### src/rtl/dmem_responder.sv
// Data-memory responder: accepts one load/store at a time, serves it from a word
// array after LATENCY cycles and returns rdata/err through a valid/ready response.
module dmem_responder #(
    parameter int LATENCY = 2,
    parameter int ADDR_W  = 6
) (
    input  logic        clk,
    input  logic        reset,
    input  logic        req_valid,
    output logic        req_ready,
    input  logic        req_we,
    input  logic [31:0] req_addr,
    input  logic [31:0] req_wdata,
    input  logic [3:0]  req_wstrb,
    output logic        resp_valid,
    input  logic        resp_ready,
    output logic [31:0] resp_rdata,
    output logic        resp_err
);

    localparam int         DEPTH    = 1 << ADDR_W;
    localparam logic [3:0] CNT_LOAD = 4'(LATENCY - 1);

    generate
        if (LATENCY < 1 || LATENCY > 15) begin : g_bad_latency
            $error("dmem_responder: LATENCY=%0d outside supported range 1..15", LATENCY);
        end
    endgenerate

    typedef enum logic [1:0] {S_IDLE, S_WAIT, S_RESP} state_t;

    state_t              r_state;
    state_t              w_next_state;
    logic [3:0]          r_cnt;
    logic                r_we;
    logic [31:0]         r_addr;
    logic [31:0]         r_wdata;
    logic [3:0]          r_wstrb;
    logic [31:0]         r_rdata;
    logic                r_err;
    logic [31:0]         r_mem [DEPTH];

    logic                w_req_hs;
    logic                w_resp_hs;
    logic                w_exec;
    logic                w_err;
    logic [ADDR_W-1:0]   w_idx;

    assign w_req_hs  = req_valid & req_ready;
    assign w_resp_hs = resp_valid & resp_ready;
    assign w_exec    = (r_state == S_WAIT) && (r_cnt == 4'd0);
    assign w_idx     = r_addr[ADDR_W+1:2];
    assign w_err     = (r_addr[1:0] != 2'b00) || (r_addr[31:ADDR_W+2] != '0);

    // NOTE: non-blocking assignments so every register samples pre-edge values.
    always_ff @(posedge clk or negedge reset) begin
        if (!reset) r_state <= S_IDLE;
        else        r_state <= w_next_state;
    end

    always_comb begin
        // NOTE: default assigned first so no path leaves it unassigned (no latch).
        w_next_state = r_state;
        case (r_state)
            S_IDLE:  if (w_req_hs)        w_next_state = S_WAIT;
            S_WAIT:  if (r_cnt == 4'd0)   w_next_state = S_RESP;
            S_RESP:  if (w_resp_hs)       w_next_state = S_IDLE;
            default:                      w_next_state = S_IDLE;
        endcase
    end

    // req_ready is gated by reset so it stays low for as long as reset is held.
    always_comb begin
        req_ready  = 1'b0;
        resp_valid = 1'b0;
        case (r_state)
            S_IDLE:  req_ready  = reset;
            S_RESP:  resp_valid = 1'b1;
            default: ;
        endcase
    end

    assign resp_rdata = r_rdata;
    assign resp_err   = r_err;

    // NOTE: the array sits in the reset domain because reset must clear every word,
    // so it maps to flops rather than a RAM macro.
    always_ff @(posedge clk or negedge reset) begin
        if (!reset) begin
            r_cnt   <= '0;
            r_we    <= 1'b0;
            r_addr  <= '0;
            r_wdata <= '0;
            r_wstrb <= '0;
            r_rdata <= '0;
            r_err   <= 1'b0;
            for (int i = 0; i < DEPTH; i++) r_mem[i] <= '0;
        end else begin
            if (w_req_hs) begin
                r_we    <= req_we;
                r_addr  <= req_addr;
                r_wdata <= req_wdata;
                r_wstrb <= req_wstrb;
                r_cnt   <= CNT_LOAD;
            end else if (r_state == S_WAIT && r_cnt != 4'd0) begin
                r_cnt <= r_cnt - 4'd1;
            end

            if (w_exec) begin
                r_err   <= w_err;
                r_rdata <= (!r_we && !w_err) ? r_mem[w_idx] : 32'd0;
                if (r_we && !w_err) begin
                    for (int b = 0; b < 4; b++)
                        if (r_wstrb[b]) r_mem[w_idx][8*b +: 8] <= r_wdata[8*b +: 8];
                end
            end else if (w_resp_hs) begin
                r_rdata <= '0;
                r_err   <= 1'b0;
            end
        end
    end

endmodule

### config.mk
export PLATFORM = sky130hd
export DESIGN_NAME = dmem_responder
export DESIGN_NICKNAME = d
export VERILOG_FILES = /design/src/rtl/dmem_responder.sv
export SDC_FILE = /design/constraint.sdc
export NUM_CORES = 2
export LEC_CHECK = 0
export ABC_AREA = 0
export BUFFER_PORTS_ARGS = -buffer_cell sky130_fd_sc_hd__buf_2
export CAP_MARGIN = 30
export CORE_UTILIZATION = 56
export DETAILED_ROUTE_END_ITERATION = 10
export PLACE_DENSITY = 0.72
export SLEW_MARGIN = 10
export SYNTH_ARGS = -nofsm -noshare
export SYNTH_HDL_FRONTEND = slang
export SYNTH_SLANG_ARGS = --single-unit
export TNS_END_PERCENT = 1
### constraint.sdc
create_clock -name clk -period 5.4 [get_ports clk]
set_input_delay 0 -clock clk [delete_from_list [all_inputs] [get_ports clk]]
set_output_delay 0 -clock clk [all_outputs]
set_load 0.02 [all_outputs]
==> results by group <==
Synth
  – Mapped Area: 0.09729 mm^2
  – Post-Synthesis Cells: 6992
  – Sequential area share after synthesis: 55.45%
  – Ys Warns: 0
  – EDFF count, synth: 0
  – Syn avg cell area: 13.91 um^2
  – Yosys reg bits: 2156
  – Synth async-reset ratio: 100.0%
  – Yosys cell types: 68
  – Mapped Nets: 7066
  – Main synth FF type: dfrtp_1

Setup path
  – Nature of the critical path endpoint: register
  – Largest delay contributor family on the critical path: simple AND/OR/NAND/NOR gates
  – Crit path cell chain: or3b_2, nor2_2, nand2_1, mux2_2
  – Worst path required time: 6150 ps
  – Largest stage delay, worst path: 950 ps
  – Worst Path Arrival: 4830 ps
  – Buf+Inv Stages, Crit Path: 0
  – Setup CP Type: reg2reg
  – Crit Path Max Fanout: 40
  – CP startpoint kind: register
  – Slowest-stage cell, CP: or3b_2

Placement
  – GP Congestion: 0.9365
  – Pre-CTS worst setup slack: 1494 ps
  – I/O Buffers: 107
  – Placed cell area: 0.1013 mm^2
  – Dpl hpwl: 204000 um

Clock network
  – Clock Sinks: 2156
  – Reg clk slew, reported paths: 60 ps
  – Root buf cell: clkbuf_16
  – Max clock buf depth: 3
  – TritonCTS Buffers: 216
  – Worst-Skew Late Latency: 890 ps
  – CTS resizes: 0
  – CTS tree: built
  – Post-cts hold buffer count: 180
  – Setup bufs post-CTS: 0
  – Htree depth: 4

Floorplan
  – Starting Density: 56.53%
  – Top-level I/O count: 108
  – Full die area: 0.1754 mm^2
  – Die height: 418.8 um
  – Chip Width: 418.8 um
  – Placeable Area: 0.1721 mm^2
  – Site row count: 152

Detailed routing
  – Antenna-violating nets left: 0
  – Residual DRC: 0
  – Detailed-route via count: 66270
  – Routed Wire Length: 324800 um
  – Vias per inst: 6.807
  – Initial DRC count: 8310
  – Routed WL per cell: 33.37 um
  – Pre-antenna DRT Iters: 6

STA
  – Setup TNS: 0 ps
  – Post-route setup slack: 1320 ps
  – Final Setup Violations: 0
  – Period Utilization, post-route: 75.56%
  – Fin. Hold Viols: 0
  – Skew final: 53.23 ps
  – Final Max Tran Viols: 0
  – Hold_ws: 70.59 ps
  – Post-route minimum period: 4080 ps
  – Relative slew slack: 21.68%
  – Fmax: 245.1 MHz
  – RSZ-0062 raised after global routing: false
  – Worst-Margin Slew: 1175 ps

GRT
  – Initial antenna violation count: 20
  – Gr usage total: 37.23%
  – Total gr overflow: 0
  – Largest net degree at the start of global routing: 198
  – Vias in the first global route: 67120
  – Global-route wire length before repair: 472300 um

Worst hold path
  – Tightest Hold Check Type: in2reg

Finish
  – Layout cell share with drive strength beyond 1: 44.91%
  – Area Overhead vs Synth: 13.54%
  – Fill cells: 12510
  – NumNets Final: 7312
  – Post-Layout Inst Area: 0.1105 mm^2

Power and ir drop
  – Pwr dens: 450.1 mW/mm^2
  – VDD IR max: 0.5846 mV
  – Pleak: 54.40 nW

Flow run
  – MaxCap Viol Count: 0

Status
  – Status: complete, no violations
## cells in the mapped netlist, types with 30 or more instances
library cell,n,area (um^2)
mux2_2,2296,25850
dfrtp_1,2156,53950
nand2_1,409,1535
clkbuf_1,363,1363
o22ai_1,257,1608
mux4_2,180,4054
mux2i_1,167,1672
buf_2,142,710.7
nor2_1,137,514.2
o21ai_0,126,630.6
a21oi_1,117,585.6
o221ai_1,117,1025
a211oi_1,38,285.3
a22oi_1,35,262.8
a221oi_1,32,280.3
buf_1,30,112.6
o22a_1,30,262.8
## where the power goes
group	total, mW	switching [mW]	internal (mW)
Clock	15.5	6.59	8.87
Combinational	16.5	11.9	4.58
Sequential	17.7	1.20	16.5
Total	49.7	19.7	30.0
## sequential cells by signal, indices dropped and copies added (netlist names)
signal / count
r_addr: 32
r_cnt: 4
r_mem: 2048
r_state: 2
r_wdata: 32
r_we: 1
r_wstrb: 4
resp_err: 1
resp_rdata: 32
## through the flow
stage	power [mW]	util, %	instances
final	49.71	64.18	9735
after global routing	50.62	64.17	9727
after CTS	48.99	64.12	9717
after detailed placement	33.44	58.83	9147
after global placement	33.19	58.72	9134
after floorplan	25.85	-	6992
## cells by family after synthesis
group	count (synthesis)	synth area share (%)
muxes	2643	32.46
DFF	2156	55.45
AOI/OAI and AO/OA	903	6.392
and+or+nand+nor	708	3.165
buffers and inverters	579	2.498
xor gates and xnor gates	2	0.01801
adders and majority gates	1	0.01286
## layout make-up
type,instances,area [um^2],share of cell area [%]
inverters,23,92.59,0.08382
repair buffers,584,5054,4.575
multi-input cells,4257,41110,37.21
flip-flops and latches,2156,54000,48.89
diodes,15,37.54,0.03398
clock inverters,70,898.4,0.8133
well taps,2310,2890,2.617
clock buffers,320,6379,5.775
## final timing paths
check,from,endpoint,slack (ps),depth (start not counted)
max in group asynchronous,reset,r_mem[1601]$_DFFE_PN0P_,3250,5
min in group asynchronous,reset,r_wdata[28]$_DFFE_PN0P_,380,4
hold / removal,resp_ready,resp_err$_DFFE_PN0P_,70,5
setup / recovery,r_addr[3]$_DFFE_PN0P_,r_mem[693]$_DFFE_PN0P_,1320,4
setup reg to reg,r_addr[3]$_DFFE_PN0P_,r_mem[693]$_DFFE_PN0P_,1320,4
hold reg to reg,r_mem[634]$_DFFE_PN0P_,r_mem[634]$_DFFE_PN0P_,500,1
## worst reg2reg max path: cells and delay by family (launching register included)
| family | cells | cell delay (ps) |
|---|---|---|
| flops | 1 | 890 |
| simple gates | 3 | 2610 |
| mux | 1 | 450 |
## per-layer routing
| layer | global-route usage [%] | vias up | share of wire, % |
|---|---|---|---|
| li1 | - | 26450 | - |
| met1 | 49.28 | 35080 | 39 |
| met2 | 54.17 | 3654 | 44 |
| met3 | 10.63 | 1060 | 10 |
| met4 | 23.35 | 26 | 7.3 |
| met5 | 0 | - | 0.064 |
## cells in the final DEF (no fill, tap or decap), types with 24 or more instances in the layout
cell	synthesis	routed
dfrtp_2	0	32
dfrtp_1	2156	2121
mux2i_1	167	167
mux4_2	180	180
a22oi_1	35	35
dlygate4sd3_1	0	179
clkinv_2	0	34
nand3_1	25	24
o21ai_0	126	126
clkbuf_1	363	48
a21oi_1	117	117
nor2_1	137	113
clkbuf_8	0	54
o22ai_1	257	257
nand2_1	409	405
a221oi_1	32	32
nor2_2	0	24
a211oi_1	38	38
mux2_2	2296	2296
buf_2	142	107
buf_12	0	30
clkbuf_16	0	218
buf_4	21	255
o22a_1	30	30
o221ai_1	117	117
Note: power is estimated with default switching activity, not from simulation.
